[src/rtl/instr_loader.sv]
// -----------------------------------------------------------------------------
// instr_loader
//
// Writes a program into instruction memory before the core starts fetching.
// Bytes arrive over a valid/ready stream. Each group of DATA_WIDTH/8 bytes is
// packed little-endian into one word. That word is written through a
// single-cycle write port to word addresses 0, 1, 2, ... The core is held in
// reset while a load is in progress.
//
// Ports
//   clk         rising-edge clock
//   rst         synchronous active-high reset
//   start       begin a load (only looked at in IDLE/DONE)
//   word_count  number of words to load, clamped to 2**ADDRESS_WIDTH
//   byte_in     stream byte
//   byte_valid  byte_in is valid
//   byte_ready  loader accepts a byte this cycle (RECV only)
//   mem_we      instruction-memory write enable (WRITE only)
//   mem_addr    word address of the write (holds last value)
//   mem_wdata   word to write (holds last value)
//   cpu_hold    hold the core in reset while loading
//   busy        load in progress (RECV or WRITE)
//   done        load finished; held until the next accepted start
// -----------------------------------------------------------------------------
module instr_loader #(
   parameter int ADDRESS_WIDTH = 5,
   parameter int DATA_WIDTH    = 32
) (
   input  logic                     clk,
   input  logic                     rst,
   input  logic                     start,
   input  logic [ADDRESS_WIDTH:0]   word_count,
   input  logic [7:0]               byte_in,
   input  logic                     byte_valid,
   output logic                     byte_ready,
   output logic                     mem_we,
   output logic [ADDRESS_WIDTH-1:0] mem_addr,
   output logic [DATA_WIDTH-1:0]    mem_wdata,
   output logic                     cpu_hold,
   output logic                     busy,
   output logic                     done
);

   localparam int BYTES = DATA_WIDTH / 8;
   localparam int IDX_W = (BYTES > 1) ? $clog2(BYTES) : 1;
   localparam logic [IDX_W-1:0]       LAST_IDX  = IDX_W'(BYTES - 1);
   localparam logic [ADDRESS_WIDTH:0] MAX_WORDS = {1'b1, {ADDRESS_WIDTH{1'b0}}};

   typedef enum logic [1:0] {IDLE, RECV, WRITE, DONE} state_t;

   state_t                   state;
   logic [IDX_W-1:0]         idx;
   logic [ADDRESS_WIDTH:0]   n_words;
   logic [ADDRESS_WIDTH-1:0] waddr;
   logic [DATA_WIDTH-1:0]    partial;
   logic                     hold;

   logic [ADDRESS_WIDTH:0]   n_clamped;
   logic [DATA_WIDTH-1:0]    word_next;
   logic                     last_word;

   // Place byte b into byte lane i of word w (lane 0 = bits [7:0]).
   function automatic logic [DATA_WIDTH-1:0] insert_byte(
      input logic [DATA_WIDTH-1:0] w,
      input logic [IDX_W-1:0]      i,
      input logic [7:0]            b
   );
      logic [DATA_WIDTH-1:0] r;
      r = w;
      for (int k = 0; k < BYTES; k++) begin
         if (i == IDX_W'(k)) r[8*k +: 8] = b;
      end
      return r;
   endfunction

   // The clamp keeps the word address inside memory, so it never wraps.
   assign n_clamped = (word_count > MAX_WORDS) ? MAX_WORDS : word_count;
   assign word_next = insert_byte(partial, idx, byte_in);
   assign last_word = ({1'b0, waddr} == (n_words - 1'b1));

   assign busy     = hold;
   assign cpu_hold = hold;

   always_ff @(posedge clk) begin
      if (rst) begin
         state      <= IDLE;
         idx        <= '0;
         n_words    <= '0;
         waddr      <= '0;
         partial    <= '0;
         hold       <= 1'b0;
         byte_ready <= 1'b0;
         mem_we     <= 1'b0;
         mem_addr   <= '0;
         mem_wdata  <= '0;
         done       <= 1'b0;
      end else begin
         mem_we <= 1'b0;
         case (state)
            IDLE, DONE: begin
               if (start) begin
                  n_words <= n_clamped;
                  waddr   <= '0;
                  idx     <= '0;
                  if (n_clamped == '0) begin
                     state <= DONE;
                     done  <= 1'b1;
                  end else begin
                     state      <= RECV;
                     done       <= 1'b0;
                     byte_ready <= 1'b1;
                     hold       <= 1'b1;
                  end
               end
            end
            RECV: begin
               // byte_ready is 1 throughout RECV, so byte_valid alone is the handshake.
               if (byte_valid) begin
                  partial <= word_next;
                  if (idx == LAST_IDX) begin
                     // Registered so the write appears the cycle after the last byte.
                     idx        <= '0;
                     state      <= WRITE;
                     byte_ready <= 1'b0;
                     mem_we     <= 1'b1;
                     mem_addr   <= waddr;
                     mem_wdata  <= word_next;
                  end else begin
                     idx <= idx + 1'b1;
                  end
               end
            end
            WRITE: begin
               if (last_word) begin
                  state <= DONE;
                  done  <= 1'b1;
                  hold  <= 1'b0;
               end else begin
                  waddr      <= waddr + 1'b1;
                  state      <= RECV;
                  byte_ready <= 1'b1;
               end
            end
            default: state <= IDLE;
         endcase
      end
   end

endmodule

[config.mk]
export PLATFORM = sky130hd
export DESIGN_NAME = instr_loader
export DESIGN_NICKNAME = d
export VERILOG_FILES = /design/src/rtl/instr_loader.sv
export SDC_FILE = /design/constraint.sdc
export NUM_CORES = 1
export LEC_CHECK = 0
export ABC_AREA = 1
export CAP_MARGIN = 20
export CELL_PAD_IN_SITES_DETAIL_PLACEMENT = 1
export CELL_PAD_IN_SITES_GLOBAL_PLACEMENT = 1
export CORE_ASPECT_RATIO = 1.75
export CORE_MARGIN = 2
export CORE_UTILIZATION = 45
export DETAILED_ROUTE_END_ITERATION = 10
export DONT_BUFFER_PORTS = 1
export PLACE_DENSITY = 0.87
export SYNTH_ARGS = -nofsm -noshare
export SYNTH_HDL_FRONTEND = slang
export SYNTH_SLANG_ARGS = --single-unit
[constraint.sdc]
create_clock -name clk -period 2 [get_ports clk]
set_input_delay 0.4 -clock clk [delete_from_list [all_inputs] [get_ports clk]]
set_output_delay 0.4 -clock clk [all_outputs]
set_load 0.02 [all_outputs]
* Word-level counts from Yosys, hierarchy flattened
Cells that the tools add are included.
Widths: inputs -> output; s select.
** Word-level totals
- Word-level logic and storage cells :: 77
- Flip-flop bits (word level) :: 88
- Input port bits :: 18
- Output and inout port bits :: 42
** Operators by class
- Equal/unequal tests :: 13
- Bitwise gates (word level) :: 2
- Order comparisons :: 1
- Add/sub/neg operators :: 3
- Multiplexer cells :: 31
- Reductions and logical operators :: 16
** Operators by type and width (count)
- $mux 8 :: 4
- $mux 2 :: 8
- $reduce_and 3->1 :: 5
- $ne 2x2->1 const B :: 6
- $mux 1 :: 10
- $mux 5 :: 2
- $pmux 5 s2 :: 1
- $eq 2x2->1 const B :: 4
- $eq 5x6->1 :: 1
- $gt 6x6->1 const B :: 1
- $logic_not 6->1 :: 1
- $mux 6 :: 1
- $pmux 2 s3 :: 1
- $sub 6x1->6 const B :: 1
- $add 5x1->5 const B :: 1
- $reduce_and 5->1 :: 1
- $eq 2x1->1 const B :: 2
- $logic_not 2->1 :: 2
- $pmux 1 s2 :: 2
- $pmux 2 s2 :: 1
- $reduce_and 2->1 :: 2
- $reduce_and 4->1 :: 1
- $reduce_bool 2->1 :: 2
- $pmux 1 s3 :: 1
- other kinds (4) :: 5

* Longest topological paths before layout
Gate-level depths: netlist of the first run.
- Depth in word-level cells :: 6
- Gate-level depth with buffers :: 14
- Depth with buffers taken out :: 14

* Worst setup path after synthesis of the first run
Ideal clock, no wire load.
- Path kind :: reg-to-reg
- Start :: register n_words[0]
- End :: register waddr[1]
- Cell stages (with the launch flop) :: 15
- Setup time :: 0.112 ns
- Path buffers :: 0
- Clock period less this slack :: 1.732 ns
- Setup slack :: 0.268 ns
- Arrival time :: 1.621 ns
- Data required time :: 1.888 ns
- Cells stage by stage :: dfxtp_1 > inv_1 > ha_1 > nand2_1 > clkinv_1 > nor2_1 > nand2_1 > nor2_2 > nand2_1 > nor2_4 > nand2_4 > nand2_4 > inv_2 > nor2_1 > nor2_1
** Between the ends
- Longest elaborated chain between the ends :: 4
** RTL lines
- start, declared :: line 53 : logic [ADDRESS_WIDTH:0] n_words;
- start signal, assigned :: line 102 : n_words <= n_clamped;
- $sub 6x1->6 :: line 79 : assign last_word = ({1'b0, waddr} == (n_words - 1'b1));
- $eq 5x6->1 :: line 79
- $ne 2x2->1 (no line)
- $reduce_and 3->1 (no line)
- end signal, assigned :: line 139 : waddr <= waddr + 1'b1;
- end, declared :: line 54 : logic [ADDRESS_WIDTH-1:0] waddr;
Every way passes these cells.
A chain may end at the register's enable or synchronous reset.

* Worst setup path in the final report of the first run
- Start :: register state[0]
- End :: register byte_ready
** Between the ends
- Longest elaborated chain between the ends :: 4
** RTL lines
- start, declared :: line 51 : state_t state;
- start signal, assigned :: line 86 : state <= IDLE;
- start signal, assigned :: line 106 : state <= DONE;
- start signal, assigned :: line 109 : state <= RECV;
- $eq 2x2->1 / $logic_not 2->1 (equally long branches) :: line 99 : case (state)
- $reduce_or 2->1 :: line 99
- $ne 2x2->1 (no line)
- $reduce_and 5->1 (no line)
- end signal, assigned :: line 92 : byte_ready <= 1'b0;
- end signal, assigned :: line 111 : byte_ready <= 1'b1;
- end signal, assigned :: line 124 : byte_ready <= 1'b0;
- end, declared :: line 35 : output logic byte_ready,
Several ways; a longest one is shown, not always the timed one.

==> run metrics, run 1 <==
status=complete, no violations; Hold Path Cell Cnt=1; Initial Util=46.4%; vias per cell=5.84; CP Data Required Time=2.26 ns; count of buffer and inverter cells on the critical path=3; n_diodes=0; synth warn=0; RSZ-0062 raised after global routing=false; maximum VDD drop=0.820 mV; hold_sp=rst; hpwl dp=7.13 mm; DR vias=3193; first-pass GRT wire length=16.6 mm; Rows=42; setup TNS=0 ns; pin count of the biggest net entering global routing=68; Synth Register Bits=80; vias in the first global route=3366; top cells by area, synth=dfxtp_1 (46%), o21ai_0 (12%), nand2_1 (8.0%); Fill cells=934; Core Box Area=7510 sq um; Layout area overhead=11.5%; TritonRoute pass-1 iters=4; fin crit share=92.9%; GR Util All Layers=25.0%; CTS tree=built; Final Critical Period=1.86 ns; Min Hold Slack=0.113 ns; Crit Path Class=register to register; Worst path depth=10; nets=482; delay-heaviest family, CP=simple AND/OR/NAND/NOR gates; initial antenna violation count=0; CP endpoint kind=register; Die Area=8490 sq um; clk_lat worst skew=0.34 ns; Slew @ Worst Pin=0.554 ns; clock buffer depth=2; WL final=10.1 mm; FFs w/ async S/R, synth=0%; Die Y=120 microns; CTS Hold Bufs=0; Die Wd=70.5 microns; ratio of cells with drive above 1 in the final layout=10.0%; Gate Count Post-Synth=463; DRC=0; Placer Congestion=0.848; CTS buffer count=9; commonest non-fill, non-tap cell in the layout=o21ai_0; R2R depth=10; r2r setup slk=0.14 ns; Top Ports=60; RR Startpoint=state[0]; CTS root buf=clkbuf_16; area leader, netlist=dfxtp_1; most frequent CP cell=inv_1; hold path endpoint=waddr[3]; Final setup viols=0; DR WL/cell=18.5 microns; Final Max Slew Viols=0; Avg Cell Area, Syn=7.53 sq um; max-cap viol count=0; CP arrival=2.11 ns; EDFF count, synth=0; IO buf count=0; post-synthesis sequential area ratio=46.0%; Initial DRC Count=92; Synth Flop Type=dfxtp_1; Clk pin slew, worst setup/hold paths=0.06 ns; endpoints failing hold=0; PD cells=1330 nW/um^2; Setup crit start kind=register; Lkg Pwr=1.55 nW; relative slew slack=63.0%; Synth Net Count=490; Hold Path Class=input pin to register; crit-path cells=inv_1 -> ha_1 -> inv_1 -> or2_1 -> nand2_1 -> nor2_4 -> inv_1 -> nor2_2 -> nand3_1 -> a21oi_1; Final ANT Viol Nets=0; most frequent cells in the layout=o21ai_0 (87), dfxtp_1 (79), nand2_1 (74); Synth top area share=46.0%; Worst R2R End=byte_ready; Netlist Area Pre-Place=3480 sq um; CTS H-tree lvls=3; Synth cell types=28; clk sinks=80; Post-Route Skew=0.00863 ns; Max Fclk=538 MHz; CP max stage delay=0.38 ns; crit-path max FO=4; Max stage delay cell, worst path=dfxtp_1; GRT Residual Overflow=0
==> Yosys cell counts, types with 2 or more instances <==
cell type and n:
a211oi_1 4, a21oi_1 36, a21oi_2 3, buf_4 2, clkbuf_1 23, dfxtp_1 80, ha_1 9, inv_1 35
inv_2 4, nand2_1 74, nand2_2 3, nand2_4 2, nand3_1 54, nand3_2 3, nand4_1 5, nor2_1 23
nor2_2 3, o21ai_0 87, xor2_1 4
==> worst max path at each step <==
stage / startpoint / to
4_1_cts: state[0] / byte_ready
6_report: state[0] / byte_ready
3_3_place_gp: state[0] / byte_ready
5_1_grt: state[0] / byte_ready
3_5_place_dp: state[0] / byte_ready
2_1_floorplan: n_words[0] / waddr[1]
==> timing repair <==
item                       in CTS  in global routing
setup endpoints to repair       0                  7
gates resized for setup         0                  5
setup buffers                   0                  1
==> metrics by stage <==
step | setup slack, ns | cells | util [%] | power [mW] | instance area (sq um)
finish | 0.142 | 547 | 51.7 | 5.16 | 3880
global route | 0.0170 | 547 | 51.7 | 5.47 | 3880
CTS | 0.00231 | 546 | 51.3 | 5.15 | 3850
detailed placement | 0.0757 | 531 | 47.2 | 3.40 | 3550
global placement | 0.128 | 531 | 47.2 | 3.31 | 3550
floorplan | 0.268 | 463 | - | 3.03 | 3480
==> flip-flops by register name (all words and copies together) (netlist names) <==
register    cells
done            1
busy            1
n_words         6
mem_addr        5
mem_wdata      32
partial        24
state           2
mem_we          1
idx             2
waddr           5
byte_ready      1
==> layout make-up <==
| type | count | area, sq um | area share (%) |
|---|---|---|---|
| clock buffer | 11 | 233 | 5.99 |
| clock inverter | 4 | 70.1 | 1.80 |
| inverter | 40 | 150 | 3.87 |
| multi-input combinational | 316 | 1650 | 42.4 |
| sequential | 80 | 1600 | 41.3 |
| tap | 88 | 110 | 2.84 |
| timing repair buffer | 8 | 72.6 | 1.87 |
==> report_power, final <==
| part | internal (mW) | switching, mW |
|---|---|---|
| registers | 1.81 | 0.203 |
| clock network | 1.08 | 0.613 |
| logic | 0.481 | 0.970 |
==> kinds of logic (layout without fill, tap and decap cells) <==
logic type | Yosys count | after routing | synth area share [%]
and+or+nand+nor | 171 | 171 | 22.6
AOI/OAI and AO/OA | 132 | 132 | 19.7
adders and majority gates | 9 | 9 | 3.23
xor gates and xnor gates | 4 | 4 | 1.01
DFF | 80 | 80 | 46.0
buffers and inverters | 67 | 63 | 7.47
==> routing by layer <==
layer,global-route usage (%),routed length [microns]
met1,25.2,3750
met5,0,0
met4,12.9,349
met2,47.2,5690
met3,5.08,341
(Power assumes the default switching activity.)
==> inputs of run 2 (changes only) <==
--- a/config.mk
+++ b/config.mk
@@ -15,6 +15,7 @@
 export DETAILED_ROUTE_END_ITERATION = 10
 export DONT_BUFFER_PORTS = 1
 export PLACE_DENSITY = 0.87
+export SKIP_LAST_GASP = 1
 export SYNTH_ARGS = -nofsm -noshare
 export SYNTH_HDL_FRONTEND = slang
 export SYNTH_SLANG_ARGS = --single-unit
==> run 2 against run 1 <==
Clock power is essentially flat; combinational power is essentially flat; highest routed layer unchanged; cell count is the same; clock skew shrank 0.00059 ns; cell area shrank 0.13%; via count is essentially flat; critical path depth is the same; power shrank 0.24%; sequential cell count is the same; largest power group unchanged; first-iteration DRC count is the same.
==> run metrics, run 2 (synthesized netlist as in run 1, its figures left out) <==
status=complete, no violations; RSZ-0062 raised after global routing=true; largest reg by FF count=mem_wdata; Initial DRC Count=92; fin worst setup slack=0.125 ns; Max Fclk=533 MHz; Final setup viols=0; Hold Path Cell Cnt=1; count of buffer and inverter cells on the critical path=3; Combinational Power Share=28.0%; DRC=0; Core Box Area=7510 sq um; dpl ws=0.0757 ns; Hold Path Class=input pin to register; Worst path depth=10; sequential power share=39.2%; Initial Util=46.4%; initial antenna violation count=0; CTS buffer count=9; delay-heaviest family, CP=simple AND/OR/NAND/NOR gates; CP Data Required Time=2.26 ns; ratio of cells with drive above 1 in the final layout=10.0%; Rows=42; pin count of the biggest net entering global routing=68; nets=482; Setup crit start kind=register; hold path endpoint=waddr[3]; clk sinks=80; Crit Path Class=register to register; Largest regs=mem_wdata (32), partial (24), n_words (6); PD cells=1330 nW/um^2; final total power=5.15 mW; CTS tree=built; Die Y=120 microns; Die Area=8490 sq um; Top Ports=60; maximum VDD drop=0.819 mV; CP endpoint kind=register; vias in the first global route=3366; Clk pwr share=32.9%; hold_sp=rst; Final Max Slew Viols=0; Cell Int Power=3.37 mW; vias per cell=5.84; Final Util=51.6%; RR Startpoint=state[0]; DR vias=3196; Post-Route Skew=0.00804 ns; first-pass GRT wire length=16.6 mm; Die Wd=70.5 microns; CP arrival=2.13 ns; clk_lat worst skew=0.34 ns; CTS H-tree lvls=3; crit-path cells=inv_1 -> ha_1 -> inv_1 -> or2_1 -> nand2_1 -> nor2_2 -> inv_1 -> nor2_2 -> nand3_1 -> a21oi_1; R2R depth=10; Max stage delay cell, worst path=dfxtp_1; TritonRoute pass-1 iters=4; crit-path max FO=4; r2r setup slk=0.12 ns; Final Critical Period=1.88 ns; hpwl dp=7.13 mm; Lkg Pwr=1.55 nW; Final ANT Viol Nets=0; GR Util All Layers=25.0%; Slew @ Worst Pin=0.557 ns; n_diodes=0; IO buf count=0; commonest non-fill, non-tap cell in the layout=o21ai_0; clock buffer depth=2; DR WL/cell=18.5 microns; fraction of power spent switching nets=34.5%; WL final=10.1 mm; GRT Residual Overflow=0; Clk pin slew, worst setup/hold paths=0.06 ns; Worst R2R End=byte_ready; net switching power=1.78 mW; max FFs per register=32; most frequent cells in the layout=o21ai_0 (87), dfxtp_1 (79), nand2_1 (74); most frequent CP cell=inv_1; CP max stage delay=0.38 ns; Placer Congestion=0.848; Layout area overhead=11.3%; CTS root buf=clkbuf_16; max-cap viol count=0; relative slew slack=62.9%; endpoints failing hold=0; fin crit share=93.8%
[run 2: layout make-up]
| type | instances | area [sq um] |
|---|---|---|
| inverters | 40 | 150 |
| fillers | 935 | 3640 |
| well taps | 88 | 110 |
| multi-input cells | 316 | 1640 |
| repair buffers | 8 | 72.6 |
| clock buffers | 11 | 233 |
| flip-flops and latches | 80 | 1600 |
| clock inverters | 4 | 70.1 |
[run 2: through the flow]
stage | TNS, ns | hold WS, ns | cell area, sq um | instances
global placement | 0 | 0.466 | 3550 | 531
CTS | 0 | 0.101 | 3850 | 546
finish | 0 | 0.114 | 3880 | 547
detailed placement | 0 | 0.467 | 3550 | 531
global route | -0.0221 | 0.107 | 3880 | 547
floorplan | 0 | 0.463 | 3480 | 463
[run 2: metal layers]
layer / share of wire (%) / vias up / global-route usage, %
li1: - / 1540 / -
met4: 3.4 / 0 / 12.9
met1: 37 / 1569 / 25.2
met3: 3.2 / 25 / 5.08
met2: 56 / 62 / 47.2
met5: 0 / - / 0
[run 2: how the worst max path moves through the flow]
stage                          start    endpoint  slack, ns
final                       state[0]  byte_ready       0.12
after detailed placement    state[0]  byte_ready       0.08
after floorplan           n_words[0]    waddr[1]       0.27
after global placement      state[0]  byte_ready       0.13
after global routing        state[0]  byte_ready      -0.02
after CTS                   state[0]  byte_ready      0.002
[run 2: power by group through the flow]
| stage | clock (mW) | combinational (mW) | sequential, mW |
|---|---|---|---|
| after floorplan | 0 | 1.06 | 1.97 |
| after global placement | 0 | 1.28 | 2.02 |
| after detailed placement | 0 | 1.36 | 2.04 |
| after CTS | 1.73 | 1.40 | 2.01 |
| after global routing | 1.78 | 1.64 | 2.05 |
| final | 1.69 | 1.44 | 2.02 |
[run 2: timing repair]
item                       in CTS  in global routing
gates resized for setup         0                  4
setup endpoints to repair       0                  7
hold buffers                    0                  0
buffers inserted                0                  1
